File: src/rtl/mmio_io_bank.sv
// mmio_io_bank: memory-mapped I/O register bank between the CPU data port and
// the board I/O. It decodes a word-address window starting at BASE_ADDR:
//   +0                BTN_LEVEL  (RO)   synchronised, debounced button levels
//   +1                BTN_EDGE   (W1C)  sticky rising-edge flags
//   +2 .. +1+NUM_REG  CTRL[i]    (RW)   control registers driving ctrl_out
//   +2+NUM_REG        IRQ_MASK   (RW)   only when MMIO_IRQ_EN is defined
// Reads are combinational. Any address that is not mapped returns mem_rdata.
// Optional feature: define MMIO_IRQ_EN to add IRQ_MASK and a registered irq.
// Without it, irq is tied to 0 and offset +2+NUM_REG is unmapped.
//
// Ports:
//   clk        system clock, rising edge
//   rst_n      asynchronous active-low reset
//   addr       CPU word address            [ADDR_W]
//   mwe        write enable for addr
//   wdata      CPU write data              [32]
//   mem_rdata  data-RAM read data, used for unmapped reads [32]
//   rdata      read data returned to the CPU [32]
//   btn_in     raw asynchronous buttons    [NUM_BTN]
//   ctrl_out   control registers, reg i at [i*REG_W +: REG_W]
//   irq        interrupt request
module mmio_io_bank #(
  parameter int unsigned ADDR_W    = 12,
  parameter int unsigned BASE_ADDR = 1000,
  parameter int unsigned NUM_BTN   = 4,
  parameter int unsigned NUM_REG   = 4,
  parameter int unsigned REG_W     = 4,
  parameter int unsigned DB_CYCLES = 100000
) (
  input  logic                       clk,
  input  logic                       rst_n,
  input  logic [ADDR_W-1:0]          addr,
  input  logic                       mwe,
  input  logic [31:0]                wdata,
  input  logic [31:0]                mem_rdata,
  output logic [31:0]                rdata,
  input  logic [NUM_BTN-1:0]         btn_in,
  output logic [NUM_REG*REG_W-1:0]   ctrl_out,
  output logic                       irq
);

  localparam int unsigned CNT_W = $clog2(DB_CYCLES) + 1;
  localparam logic [CNT_W-1:0] CNT_MAX = CNT_W'(DB_CYCLES - 1);
  localparam logic [31:0] OFF_LEVEL = 32'd0;
  localparam logic [31:0] OFF_EDGE  = 32'd1;
  localparam logic [31:0] OFF_CTRL  = 32'd2;
`ifdef MMIO_IRQ_EN
  localparam logic [31:0] OFF_MASK  = 32'(2 + NUM_REG);
`endif

  // Address decode: offset is only meaningful when addr is at or above the base
  logic [31:0] addr_ext;
  logic [31:0] off;
  logic        in_win;
  logic        hit_level;
  logic        hit_edge;

  assign addr_ext  = 32'(addr);
  assign in_win    = (addr_ext >= 32'(BASE_ADDR));
  assign off       = addr_ext - 32'(BASE_ADDR);
  assign hit_level = in_win && (off == OFF_LEVEL);
  assign hit_edge  = in_win && (off == OFF_EDGE);

`ifdef MMIO_IRQ_EN
  logic hit_mask;
  assign hit_mask = in_win && (off == OFF_MASK);
`endif

  // Parts of wdata above the widest register are intentionally ignored
  logic unused_wdata;
  assign unused_wdata = ^wdata;

  // Two-flop synchroniser; raw btn_in feeds nothing else
  logic [NUM_BTN-1:0] sync1_q;
  logic [NUM_BTN-1:0] sync2_q;

  always_ff @(posedge clk or negedge rst_n) begin
    if (!rst_n) begin
      sync1_q <= '0;
      sync2_q <= '0;
    end else begin
      sync1_q <= btn_in;
      sync2_q <= sync1_q;
    end
  end

  // Per-button debounce: level follows sync only after DB_CYCLES disagreeing cycles
  logic [NUM_BTN-1:0] level;

  for (genvar b = 0; b < NUM_BTN; b++) begin : g_db
    logic [CNT_W-1:0] cnt_q;
    logic             lvl_q;

    always_ff @(posedge clk or negedge rst_n) begin
      if (!rst_n) begin
        cnt_q <= '0;
        lvl_q <= 1'b0;
      end else if (sync2_q[b] == lvl_q) begin
        cnt_q <= '0;
      end else if (cnt_q == CNT_MAX) begin
        cnt_q <= '0;
        lvl_q <= sync2_q[b];
      end else begin
        cnt_q <= cnt_q + CNT_W'(1);
      end
    end

    assign level[b] = lvl_q;
  end

  // Sticky rising-edge flags; a set in the same cycle as a clear wins
  logic [NUM_BTN-1:0] level_d_q;
  logic [NUM_BTN-1:0] flag_q;
  logic [NUM_BTN-1:0] rise;
  logic [NUM_BTN-1:0] edge_clr;

  assign rise     = level & ~level_d_q;
  assign edge_clr = (mwe && hit_edge) ? wdata[NUM_BTN-1:0] : '0;

  always_ff @(posedge clk or negedge rst_n) begin
    if (!rst_n) begin
      level_d_q <= '0;
      flag_q    <= '0;
    end else begin
      level_d_q <= level;
      flag_q    <= (flag_q & ~edge_clr) | rise;
    end
  end

  // Control registers, stored flat in ctrl_out layout
  logic [NUM_REG*REG_W-1:0] ctrl_q;

  always_ff @(posedge clk or negedge rst_n) begin
    if (!rst_n) begin
      ctrl_q <= '0;
    end else if (mwe && in_win) begin
      for (int unsigned i = 0; i < NUM_REG; i++) begin
        if (off == OFF_CTRL + 32'(i)) begin
          ctrl_q[i*REG_W +: REG_W] <= wdata[REG_W-1:0];
        end
      end
    end
  end

  assign ctrl_out = ctrl_q;

`ifdef MMIO_IRQ_EN
  // Interrupt mask and registered interrupt request
  logic [NUM_BTN-1:0] mask_q;
  logic               irq_q;

  always_ff @(posedge clk or negedge rst_n) begin
    if (!rst_n) begin
      mask_q <= '0;
      irq_q  <= 1'b0;
    end else begin
      if (mwe && hit_mask) begin
        mask_q <= wdata[NUM_BTN-1:0];
      end
      irq_q <= |(flag_q & mask_q);
    end
  end

  assign irq = irq_q;
`else
  assign irq = 1'b0;
`endif

  // Zero-latency read mux; unmapped addresses fall through to data RAM
  always_comb begin
    rdata = mem_rdata;
    if (hit_level) begin
      rdata = 32'(level);
    end else if (hit_edge) begin
      rdata = 32'(flag_q);
    end
`ifdef MMIO_IRQ_EN
    else if (hit_mask) begin
      rdata = 32'(mask_q);
    end
`endif
    for (int unsigned i = 0; i < NUM_REG; i++) begin
      if (in_win && (off == OFF_CTRL + 32'(i))) begin
        rdata = 32'(ctrl_q[i*REG_W +: REG_W]);
      end
    end
  end

endmodule

File: config.mk
export PLATFORM = sky130hd
export DESIGN_NAME = mmio_io_bank
export DESIGN_NICKNAME = d
export VERILOG_FILES = /design/src/rtl/mmio_io_bank.sv
export SDC_FILE = /design/constraint.sdc
export NUM_CORES = 1
export LEC_CHECK = 0
export ABC_CLOCK_PERIOD_IN_PS = 5700
export BUFFER_PORTS_ARGS = -buffer_cell sky130_fd_sc_hd__buf_4
export CAP_MARGIN = 20
export CORE_MARGIN = 3
export CORE_UTILIZATION = 32
export DETAILED_ROUTE_END_ITERATION = 12
export PLACE_DENSITY = 0.62
export SLEW_MARGIN = 10
export SYNTH_ARGS = -nofsm -noshare
export SYNTH_HDL_FRONTEND = slang
export SYNTH_SLANG_ARGS = --single-unit
File: constraint.sdc
create_clock -name clk -period 5.7 [get_ports clk]
set_input_delay 0.855 -clock clk [delete_from_list [all_inputs] [get_ports clk]]
set_output_delay 0.855 -clock clk [all_outputs]
set_load 0.01 [all_outputs]
==> metrics.md <==
| Metric | Value |
|---|---|
| Status | `complete, no violations` |
| Layout cell share with drive strength beyond 1 | `around a quarter` |
| VDD IR max | `0.133 mV` |
| # resized after CTS | `0` |
| Power Internal | `1140 uW` |
| Syn Nets | `609` |
| Total global routing overflow | `0` |
| Vias post-DR | `4018` |
| # fillers | `1563` |
| Post-CTS Setup Inserts | `0` |
| WL/cell | `14.7 um` |
| Syn Std Cell Area | `approximately 0.0053 mm^2` |
| Avg Synthesized Cell Area | `10.1 um^2` |
| Final setup TNS | `0 ns` |
| Die W | `134 um` |
| Buf/Inv on CP | `2` |
| Post-synth top area share | `51.3%` |
| Period minus WS final | `4.38 ns` |
| Cts hold-fix bufs | `0` |
| Post-Route Skew | `0.0106 ns` |
| Site row count | `46` |
| Synth area leaders | `dfrtp_1 (51%), xor2_1 (7.3%), nor2_1 (6.4%)` |
| Via-per-instance ratio | `4.79` |
| Top Usage Layer GRT | `met2` |
| Critical Path Sink Type | `output pin` |
| Max cap viols | `0` |
| Top_reg_cell synth | `dfrtp_1` |
| Largest net degree at the start of global routing | `71` |
| CP max-delay cell | `nand2_1` |
| Starting density of the core | `32.9%` |
| Drt pass-1 iters | `4` |
| Routed Antenna Nets | `0` |
| Number of synthesized flops with an enable pin | `0` |
| Seq/Total Area, Yosys | `51.3%` |
| Die outline area | `0.0180 mm^2` |
| Sw Share | `24.4%` |
| #FFs+latches synth | `between 100 and 150` |
| Inst Count DP | `between 800 and 900` |
| H-tree level count | `3` |
| Final Max Slew Viols | `0` |
| Hold Path Class | `reg -> reg` |
| P per Cell Area | `231 mW/mm^2` |
| TritonCTS Buffers | `9` |
| P_leak | `0.00297 uW` |
| Vias in the first global route | `4125` |
| Least-Margin Pin Slew | `0.865 ns` |
| M2 GR Usage | `24.5%` |
| Switch Pwr | `between 300 and 400 uW` |
| Comb pwr share | `8.4%` |
| Area Overhead vs Synth | `23.9%` |
| Seq pwr share | `a little over half` |
| Clock power frac | `39.6%` |
| Synth cell types | `38` |
| Total Wirelength | `12300 um` |
| Met1 GRT Util | `16.3%` |
| Worst path required time | `4.85 ns` |
| Final net count | `706` |
| Buffers on Ports | `102` |
| Root Buffer | `clkbuf_16` |
| CTS clk-pin slew, worst paths | `0.07 ns` |
| GRT Util Overall | `13.6%` |
| Crit path max-delay family | `simple AND/OR/NAND/NOR gates` |
| RSZ-0062 raised after global routing | `false` |
| Top cell type by total area after synthesis | `dfrtp_1` |
| Post-synthesis async set-or-reset flop share | `100%` |
| Fmax | `228 MHz` |
| CTS tree | `done` |
| Post-route insts no fill | `roughly 840` |
| CTS max path bufs | `2` |
| Most frequent cells in the layout | `dfrtp_1 (108), buf_4 (103), nor2_1 (90)` |
| DRT iter0 DRCs | `188` |
| HPWL after DPL | `9170 um` |
| Nature of the critical path startpoint | `input pin` |
| Cell chain of the critical path | `buf_4, o2111a_1, or4b_4, a2111oi_4, nand2_1, and2_1, buf_4` |
| Worst skew pair latency | `about 0.35 ns` |
| WS Path Type | `in -> out` |
| IO Count | `132` |
| Synth Instances | `521` |
| GR Util met3 | `between 2 and 2.5%` |
| Yosys warning count | `0` |
| Worst Path Max Fanout | `32` |
| DRC viols | `0` |
| Num Clock Sinks | `108` |
| Slew margin rel. | `42.3%` |
| Period utilization | `76.8%` |
| Commonest non-fill, non-tap cell in the layout | `dfrtp_1` |
| Initial antenna violation count | `0` |
| Setup Viol. Count Final | `0` |
| Die height | `134 um` |
| CP most frequent cell | `buf_4` |
| Max stage delay on crit path | `0.63 ns` |
| First-pass GRT wire length | `20100 um` |
| Ant. Diodes | `0` |
| Endpoints failing hold | `0` |
| Final Wtd Congestion | `slightly above 0.8` |
| CP arrival | `between 3 and 4 ns` |
| Core area | `0.0160 mm^2` |
## worst paths after layout
check,start,end,slack [ns],depth (start not counted)
max reg2reg,g_db[1].cnt_q[0],g_db[1].cnt_q[9],3.65,6
max in group asynchronous,rst_n,g_db[3].cnt_q[13],3.97,2
min,sync1_q[1],sync2_q[1],0.36,0
max,addr[3],rdata[22],1.32,7
min reg2reg,sync1_q[1],sync2_q[1],0.36,0
min in group asynchronous,rst_n,level_d_q[0],0.47,1
## cell type report
cell class	instances	area [um^2]	share of cell area (%)
Tap cell	216	270	4.14
Sequential cell	108	2700	41.4
Inverter	17	63.8	0.978
Clock inverter	7	58.8	0.901
Clock buffer	9	225	3.45
Multi-Input combinational cell	379	2430	37.2
Timing Repair Buffer	103	773	11.9
## synth_stat cells, drive strengths merged (2+ instances only)
library cell and number:
a211oi 2, a21oi 11, a22o 4, and2 29, and4 7, buf 3, clkbuf 14, dfrtp 108
ha 5, inv 17, mux2 20, mux4 2, nand2 34, nand2b 3, nand3 23, nand4 26
nor2 90, nor2b 5, nor3 11, nor4 8, o221ai 2, o22ai 4, or2 6, or4 8
xnor2 24, xor2 44
## power groups by stage
stage          Sequential [uW]  Clock, uW  Combinational [uW]
2_1_floorplan              798          0                53.6
3_3_place_gp               800          0                 126
3_5_place_dp               800          0                 128
4_1_cts                    785        613                 129
5_1_grt                    787        644                 141
6_report                   785        597                 126
## layer usage
layer	vias to the layer above	part of all wire, %
li1	1960	-
met1	1942	43
met2	103	50
met3	13	5.2
met4	0	1.6
met5	-	0
## flip-flops by register name (all words and copies together), names as in the netlist
signal      count
g_db.lvl_q      4
sync1_q         4
sync2_q         4
flag_q          4
level_d_q       4
ctrl_out       16
g_db.cnt_q     72
## per-stage QoR
step / util (%) / hold WS, ns / cell area (um^2) / worst slack (ns) / power [uW]
2_1_floorplan: - / 0.331 / 5260 / 2.16 / 852
3_3_place_gp: 39.0 / 0.336 / 6240 / 1.42 / 926
3_5_place_dp: 39.0 / 0.342 / 6240 / 1.33 / 928
4_1_cts: 40.8 / 0.360 / 6520 / 1.33 / 1530
5_1_grt: 40.8 / 0.362 / 6520 / 1.09 / 1570
6_report: 40.8 / 0.356 / 6520 / 1.32 / 1510
## cell families (layout without fill, tap and decap cells)
kind of cell             after synthesis  in the layout  synth area share, %
AO/OA/AOI/OAI                         27             27                 3.90
XOR/XNOR                              68             68                 11.3
adder cells (fa/ha/maj)                5              5                 1.19
buffers and inverters                 34            136                 2.50
flip-flops                           108            108                 51.3
multiplexers                          22             22                 5.13
other                                  1              1               0.0712
AND/OR/NAND/NOR                      256            256                 24.6
Power figures use the tool's default switching activity.
